## config.mk

```make
export PLATFORM = sky130hd
export DESIGN_NAME = alu_operand_sequencer
export DESIGN_NICKNAME = d
export VERILOG_FILES = /design/src/rtl/alu_operand_sequencer.sv
export SDC_FILE = /design/constraint.sdc
export NUM_CORES = 1
export LEC_CHECK = 0
export ABC_AREA = 1
export CORE_AREA = 2 2 58 60
export CTS_CLUSTER_SIZE = 28
export DETAILED_ROUTE_END_ITERATION = 8
export DIE_AREA = 0 0 60 62
export PLACE_DENSITY = 0.76
export SYNTH_ARGS = -nofsm -noshare
export SYNTH_HDL_FRONTEND = slang
export SYNTH_SLANG_ARGS = --single-unit
```

## constraint.sdc

```tcl
create_clock -name clk -period 2.5 [get_ports clk]
set_clock_uncertainty 0.2 [all_clocks]
set_input_delay 0.75 -clock clk [delete_from_list [all_inputs] [get_ports clk]]
set_output_delay 0.75 -clock clk [all_outputs]
set_load 0.01 [all_outputs]
```

## src/rtl/alu_operand_sequencer.sv

```systemverilog
// Serially loads x, y and select nibbles, issues them to an external ALU and holds the captured result.
// Latency: result_valid rises two edges after the select transfer edge; one result every 5 cycles back-to-back.
// Backpressure: din_ready drops outside the load states; result holds until result_ready.
module alu_operand_sequencer #(
    parameter int CNT_W = 8
) (
    input  logic             clk,
    input  logic             reset,
    input  logic [3:0]       din,
    input  logic             din_valid,
    output logic             din_ready,
    input  logic             abort,
    output logic [3:0]       x,
    output logic [3:0]       y,
    output logic [1:0]       select,
    input  logic [7:0]       f,
    output logic [7:0]       result,
    output logic             result_valid,
    input  logic             result_ready,
    output logic [CNT_W-1:0] op_count
);

    typedef enum logic [2:0] {
        LOAD_X,
        LOAD_Y,
        LOAD_SEL,
        ISSUE,
        RESULT
    } state_t;

    state_t state, state_nxt;
    logic   load_rdy;
    logic   load_x, load_y, load_sel, capture, consume;

    always_comb begin
        state_nxt    = state;
        load_rdy     = 1'b0;
        load_x       = 1'b0;
        load_y       = 1'b0;
        load_sel     = 1'b0;
        capture      = 1'b0;
        consume      = 1'b0;
        result_valid = 1'b0;
        case (state)
            LOAD_X: begin
                load_rdy = !abort;
                if (abort) begin
                    state_nxt = LOAD_X;
                end else if (din_valid) begin
                    load_x    = 1'b1;
                    state_nxt = LOAD_Y;
                end
            end
            LOAD_Y: begin
                load_rdy = !abort;
                if (abort) begin
                    state_nxt = LOAD_X;
                end else if (din_valid) begin
                    load_y    = 1'b1;
                    state_nxt = LOAD_SEL;
                end
            end
            LOAD_SEL: begin
                load_rdy = !abort;
                if (abort) begin
                    state_nxt = LOAD_X;
                end else if (din_valid) begin
                    load_sel  = 1'b1;
                    state_nxt = ISSUE;
                end
            end
            ISSUE: begin
                capture   = 1'b1;
                state_nxt = RESULT;
            end
            RESULT: begin
                result_valid = 1'b1;
                if (result_ready) begin
                    consume   = 1'b1;
                    state_nxt = LOAD_X;
                end
            end
            default: state_nxt = LOAD_X;
        endcase
    end

    // Reset is asynchronous, so ready must also be masked combinationally while it is held.
    assign din_ready = load_rdy & ~reset;

    always_ff @(posedge clk or posedge reset) begin
        if (reset) begin
            state    <= LOAD_X;
            x        <= 4'h0;
            y        <= 4'h0;
            select   <= 2'b00;
            result   <= 8'h00;
            op_count <= '0;
        end else begin
            state <= state_nxt;
            if (load_x)   x      <= din;
            if (load_y)   y      <= din;
            if (load_sel) select <= din[1:0];
            if (capture)  result <= f;
            if (consume)  op_count <= op_count + 1'b1;
        end
    end

endmodule

```

After elaboration in Yosys (flattened, before gate mapping)
Cells that the tools add are included.

Input bits: 17. Output and inout bits: 28. Register bits after elaboration: 29.

Bitwise gates (word level): 2. Equal/unequal tests: 8. Reductions and logical operators: 4. Mux-type cells: 18. Add/sub/neg operators: 1.

Operator list (number): $mux 3 (7); $pmux 3 s5 (1); $mux 1 (10); $ne 3x3->1 const B (3); $add 8x1->8 const B (1); $eq 3x2->1 const B (2); $reduce_and 4->1 (1); $eq 3x1->1 const B (1); $eq 3x3->1 const B (1); $logic_not 3->1 (1); $reduce_or 3->1 (1); $ne 2x2->1 const B (1); $and 1x1->1 (1); $logic_not 1->1 (1); $not 1->1 (1).

Depth between registers and ports, before layout
Depth after elaboration: 4. Gate-level depth with buffers: 7. Depth with buffers taken out: 7.

Worst setup path after synthesis
OpenSTA, ideal clock, no wires.

Path type: in2out. Start point: in reset. End point: out din_ready. Setup slack: -0.087 ns. Required time: 1.550 ns. Cell stages on the path: 3. Data arrival time: 1.637 ns. Cell sequence: inv_1 nand3_1 inv_1.

Longest elaborated chain between the ends: 2.

RTL lines: from (decl) (line 8) `input logic reset,`; $not 1->1 (line 88) `assign din_ready = load_rdy & ~reset;`; $and 1x1->1 (line 88); to (decl) (line 11) `output logic din_ready,`.

Every way passes these cells.

Worst setup path in the final report
Same ends and word-level chain as after synthesis.

==> results <==
-- cell type report --
type                            count  share of cell area [%]
Tap cell                           46                    3.03
Sequential cell                    29                    38.3
Inverter                           28                    5.73
Timing Repair Buffer               49                    25.0
Clock buffer                        8                    2.57
Multi-Input combinational cell    104                    25.3
-- cell families (layout without fill, tap and decap cells) --
kind of cell	after synthesis	in the layout
AOI/OAI and AO/OA	21	21
xor gates and xnor gates	3	3
adders and majority gates	1	1
buffers and inverters	30	85
DFF	29	29
and+or+nand+nor	79	79
-- how the worst max path moves through the flow --
stage          start  slack (ns)  depth (start not counted)   endpoint
6_report       reset        0.11                          5  din_ready
5_1_grt        reset        0.05                          5  din_ready
4_1_cts        reset        0.11                          5  din_ready
3_5_place_dp   reset       -0.41                          5  din_ready
3_3_place_gp   reset       -0.41                          5  din_ready
2_1_floorplan  reset        0.09                          3  din_ready
-- cells in the final DEF (no fill, tap or decap), drive strengths merged, types with 2 or more instances in the layout --
cell,n
dlygate4sd2,3
nor2,7
nand3,12
nand2,54
xor2,2
clkbuf,8
clkdlybuf4s50,40
buf,5
inv,27
o21ai,20
dfrtp,29
nand3b,2
nand4,3
-- flip-flops by register name, indices dropped and copies added (netlist names) --
signal,count
op_count,8
result,8
x,4
y,4
state,3
select,2
-- report_power, final --
part | total, mW | switching (mW) | internal (mW)
combinational | 0.867 | 0.403 | 0.464
sequential | 0.790 | 0.130 | 0.659
clock | 0.266 | 0.154 | 0.112
-- what timing repair did --
| item | in CTS | in global routing |
|---|---|---|
| hold buffers | 0 | 0 |
| resized for setup | 8 | 0 |
| buffers inserted | 2 | 0 |
| endpoints found under the setup margin | 2 | 0 |
-- routing by layer --
metal	vias up	wire, microns	GRT usage [%]
li1	617	-	-
met1	547	1290	23.0
met2	32	1220	26.4
met3	6	152	5.59
met4	0	57	7.62
met5	-	0	0
-- critical path: cells and delay by family --
family,cells,cell delay [ns]
buffers and inverters,4,0.59
AND/OR/NAND/NOR,1,0.09
==> metrics.md <==
| Metric | Value |
|---|---|
| Status | `finished, final reports clean` |
| Area of the die | `0.00372 sq mm` |
| Port-buffer cells | `44` |
| Width of the chip | `60 microns` |
| Post-detail-place hpwl | `1.98 mm` |
| Ratio of routed vias to standard cells | `4.55` |
| Largest net degree at the start of global routing | `30` |
| DRC | `0` |
| Gpl congestion | `0.840` |
| Post-CTS clock slew at the launch and capture registers of the worst setup and hold paths | `0.08 ns` |
| Average wire length per cell after detail routing | `10.3 microns` |
| Share of the yosys chip area belonging to registers | `54.8%` |
| Critical path type | `input port to output port` |
| Post-route standard cell area excluding fillers | `0.00190 sq mm` |
| Layout area overhead | `43.4%` |
| Footprint of the flip-flops and latches | `728 sq um` |
| Initial antenna violation count | `0` |
| Register-to-Register Path Depth | `6` |
| Simple-gate portion of the synthesized area | `25.5%` |
| Number of H-tree levels | `2` |
| Smallest setup slack after layout | `0.109 ns` |
| I/O pins | `45` |
| Compound-Gate Fraction of Synth Area | `7.93%` |
| Slew of the pin with the lowest slew margin | `0.446 ns` |
| Die Height | `62 microns` |
| Cell taking the most area after synthesis | `sky130_fd_sc_hd__dfrtp_1` |
| Highest achievable clock rate | `0.418 GHz` |
| RSZ-0062 raised after global routing | `false` |
| Site Rows | `21` |
| Core outline area | `0.00318 sq mm` |
| Final wirelength | `2.72 mm` |
| Peak supply drop | `0.529 mV` |
| Final Slew Violations | `0` |
| Number of iterations in the first detailed-routing pass | `4` |
| Root buffer cell | `sky130_fd_sc_hd__clkbuf_4` |
| Kind of capture point of the worst setup path | `output port` |
| Leakage Power | `0.952 nW` |
| Inserted Clock Buffers | `5` |
| Hold crit path type | `flip-flop to flip-flop` |
| Sum Neg Setup Slack | `0 ns` |
| Synth Area per Inst | `8.13 sq um` |
| Number of enable flip-flop cells after synthesis | `0` |
| Setup crit start kind | `input port` |
| Synthesized net count | `181` |
| Synth cell types | `17` |
| Setup violators final | `0` |
| Most common cell in the netlist | `sky130_fd_sc_hd__nand2_1` |
| Number of placed instances with taps included | `254` |
| Hold violation count in the final report | `0` |
| Data arrival at the endpoint of the critical path | `1.44 ns` |
| Via count of the first global-routing pass | `1062` |
| Source of the worst hold timing path | `x[3]` |
| Residual antenna-violating net count after detailed routing | `0` |
| Number of warning messages in the yosys log | `0` |
| Fraction of registers with async set/reset | `100%` |
| Worst-case hold slack | `0.287 ns` |
| Worst hold path endpoint | `x[3]` |
| Number of DRC markers in iteration 0 | `51` |
| Antenna Cells | `0` |
| Initial standard-cell utilization of the core | `41.7%` |
| First-pass GRT wire length | `4.69 mm` |
| Pwr/cell area | `1010 mW/mm^2` |
| Clock Sinks | `29` |
| Final worst path period need | `2.39 ns` |
| Area contributors post-synth | `sky130_fd_sc_hd__dfrtp_1, sky130_fd_sc_hd__nand2_1, sky130_fd_sc_hd__inv_1` |
| Final critical-path share of the clock period | `95.6%` |
| Dominant combinational cell family by area after synthesis | `simple AND/OR/NAND/NOR gates` |
| Ys flop type | `sky130_fd_sc_hd__dfrtp_1` |
| Proportion of layout cells with a drive suffix above 1 | `7.80%` |
| Worst-case register-to-register setup slack | `0.87 ns` |
| RR Endpoint | `op_count[7]` |
| Gate count after technology mapping | `163` |
| Placed cell areas | `0.00184 sq mm` |
| Stage delay of the slowest cell on the critical path | `0.24 ns` |
| Top post-synthesis cells by count | `sky130_fd_sc_hd__nand2_1, sky130_fd_sc_hd__dfrtp_1, sky130_fd_sc_hd__inv_1` |
| Headroom to the max-slew limit | `70.2%` |
| Start of the worst register-to-register path | `state[0]` |
| Vias | `1202` |
| Global route total overflow | `0` |
| Count of filler cells inserted in the layout | `303` |
| Placement Setup Slack | `-0.413 ns` |
| CTS tree | `built` |
| Synth Cell Area | `0.00133 sq mm` |
| # Max-Cap Violations | `0` |
| Pwr Total | `1.92 mW` |
| Multiplexer share of the synthesized area | `0%` |
| Worst-path maximum fanout | `2` |
| Worst-skew pair later-pin latency | `0.33 ns` |
| CP required | `1.55 ns` |
| Number of synthesized register bits | `29` |
| CP Cell Sequence | `dlygate4sd2_1 > clkinvlp_4 > nand3_1 > inv_1 > clkdlybuf4s15_2` |
| Area of combinational cells with multiple inputs | `482 sq um` |
| Global router's overall resource usage | `17.4%` |
| End-of-flow core utilization | `59.8%` |
| Cell at the slowest stage of the critical path | `sky130_fd_sc_hd__dlygate4sd2_1` |
| Nets | `235` |
| Final standard cell count with taps included and fillers excluded | `264` |
| Worst hold path depth | `2` |
| Clock buffer depth | `2` |
| Synthesized-area fraction occupied by adder cells | `0.944%` |
| Yosys top cell area share | `54.8%` |
| Synthesized-area fraction occupied by xor and xnor cells | `1.98%` |
Power figures use the tool's default switching activity.
==> edit, RTL diff (config.mk and constraints unchanged) <==
`CNT_W`: 8 -> 9.
--- a/src/rtl/alu_operand_sequencer.sv
+++ b/src/rtl/alu_operand_sequencer.sv
@@ -2,7 +2,7 @@
 // Latency: result_valid rises two edges after the select transfer edge; one result every 5 cycles back-to-back.
 // Backpressure: din_ready drops outside the load states; result holds until result_ready.
 module alu_operand_sequencer #(
-    parameter int CNT_W = 8
+    parameter int CNT_W = 9
 ) (
     input  logic             clk,
     input  logic             reset,
Ports: changed (resized op_count); port bits go from 45 to 46. The function was not compared with the original's and may differ.
==> edit against the original RTL <==
- synthesized area is 5.9% higher
- sequential cell count is 1 higher
- setup slack worse by 0.010 ns
- power is 2.9% higher
- routed wire length is 3.8% higher
- design area is 6.3% higher
==> edit: results <==
[grt]
grt_max_degree = 31
grt_pass1_wl_mm = 4.67
grt_usage = 0.172
grt_pass1_vias = 1097

[routing]
vias = 1221
drtIter0Drc = 70
finalWirelength_mm = 2.82

[synthesis]
yosysUniqueCellTypes = 20
synth_area_leaders = dfrtp_1 54%, nand2_1 14%, inv_1 7.0%
synth_fp_nets = 183
synth_seq_area_share = 0.535
synthTopCellsByCount = 51 x nand2_1, 30 x dfrtp_1, 26 x inv_1
synth_ff_type = dfrtp_1

[place]
place_area_um2 = 1930
dp_hpwl_mm = 2.05
io_buffers = 45
gp_congestion = 0.772

[power]
powerDensity_nw_per_um2 = 979
irDropWorstVdd_mv = 0.567

[sta]
tightest_slew_ns = 0.369

[layout]
fill_cells = 270
top_regs = op_count: 9 flops, result: 8 flops
nets = 241
drive_gt1_frac = 0.116

[status]
run_status = finished clean
==> edit: changes by cell type after synthesis, sizes merged <==
cell | before | now
nand3 | 12 | 15
nor2 | 7 | 10
nand2 | 54 | 52
o21ai | 20 | 18
buf | 2 | 1
dfrtp | 29 | 30
nand4 | 3 | 2
xor2 | 2 | 3
==> edit: power breakdown <==
part           switching, mW  internal (mW)  leakage, nW
logic                  0.411          0.475        0.612
clock network          0.158          0.136       0.0353
registers              0.131          0.668        0.383
==> edit: worst paths after layout <==
| check | start | to | slack [ns] | cells past startpoint |
|---|---|---|---|---|
| min in group asynchronous | reset | op_count[0]$_DFFE_PP0P_ | 0.48 | 3 |
| max in group asynchronous | reset | state[0]$_DFFE_PP0P_ | 1.32 | 3 |
| hold / removal | result[6]$_DFFE_PP0N_ | result[6]$_DFFE_PP0N_ | 0.29 | 2 |
| setup / recovery | reset | din_ready | 0.1 | 5 |
| setup reg to reg | state[0]$_DFFE_PP0P_ | select[0]$_DFFE_PP0P_ | 0.97 | 7 |
| hold reg to reg | result[6]$_DFFE_PP0N_ | result[6]$_DFFE_PP0N_ | 0.29 | 2 |
==> edit: what timing repair did <==
item	CTS	global route
buffers inserted	3	0
pin swaps	1	0
cloned	0	0
setup endpoints to repair	2	1
gates resized for setup	7	1
==> edit: kinds of logic (layout without fill, tap and decap cells) <==
| family | Yosys count | after routing | share of synthesized area |
|---|---|---|---|
| xor+xnor | 4 | 4 | 0.0250 |
| buf+inv | 29 | 88 | 0.0830 |
| simple gates | 82 | 82 | 0.280 |
| compound gates | 19 | 19 | 0.0678 |
| flops | 30 | 30 | 0.535 |
| fa+ha+maj | 1 | 1 | 0.00892 |
==> edit: worst max-delay path, cell delays in order <==
cell	delay, ns
dlygate4sd2_1	0.24
clkinvlp_4	0.11
nand3_1	0.09
inv_1	0.04
clkdlybuf4s15_2	0.22
==> edit: stage by stage <==
| stage | worst slack (ns) | std cells |
|---|---|---|
| 6_report | 0.0990 | 270 |
| 5_1_grt | 0.0286 | 270 |
| 4_1_cts | 0.0346 | 270 |
| 3_5_place_dp | -0.420 | 259 |
| 3_3_place_gp | -0.415 | 259 |
| 2_1_floorplan | 0.0702 | 165 |
==> edit: metal layers <==
| metal | global-route usage | wire length (um) |
|---|---|---|
| met2 | 0.290 | 1340 |
| met1 | 0.201 | 1290 |
| met5 | 0 | 0 |
| met4 | 0.0667 | 51 |
| met3 | 0.0642 | 147 |
==> edit: final cells by class <==
class	count	share of cell area
Timing Repair Buffer	52	0.250
Multi-Input combinational cell	106	0.265
Clock buffer	7	0.0273
Sequential cell	30	0.373
Tap cell	46	0.0285
Clock inverter	1	0.00248
Inverter	28	0.0539
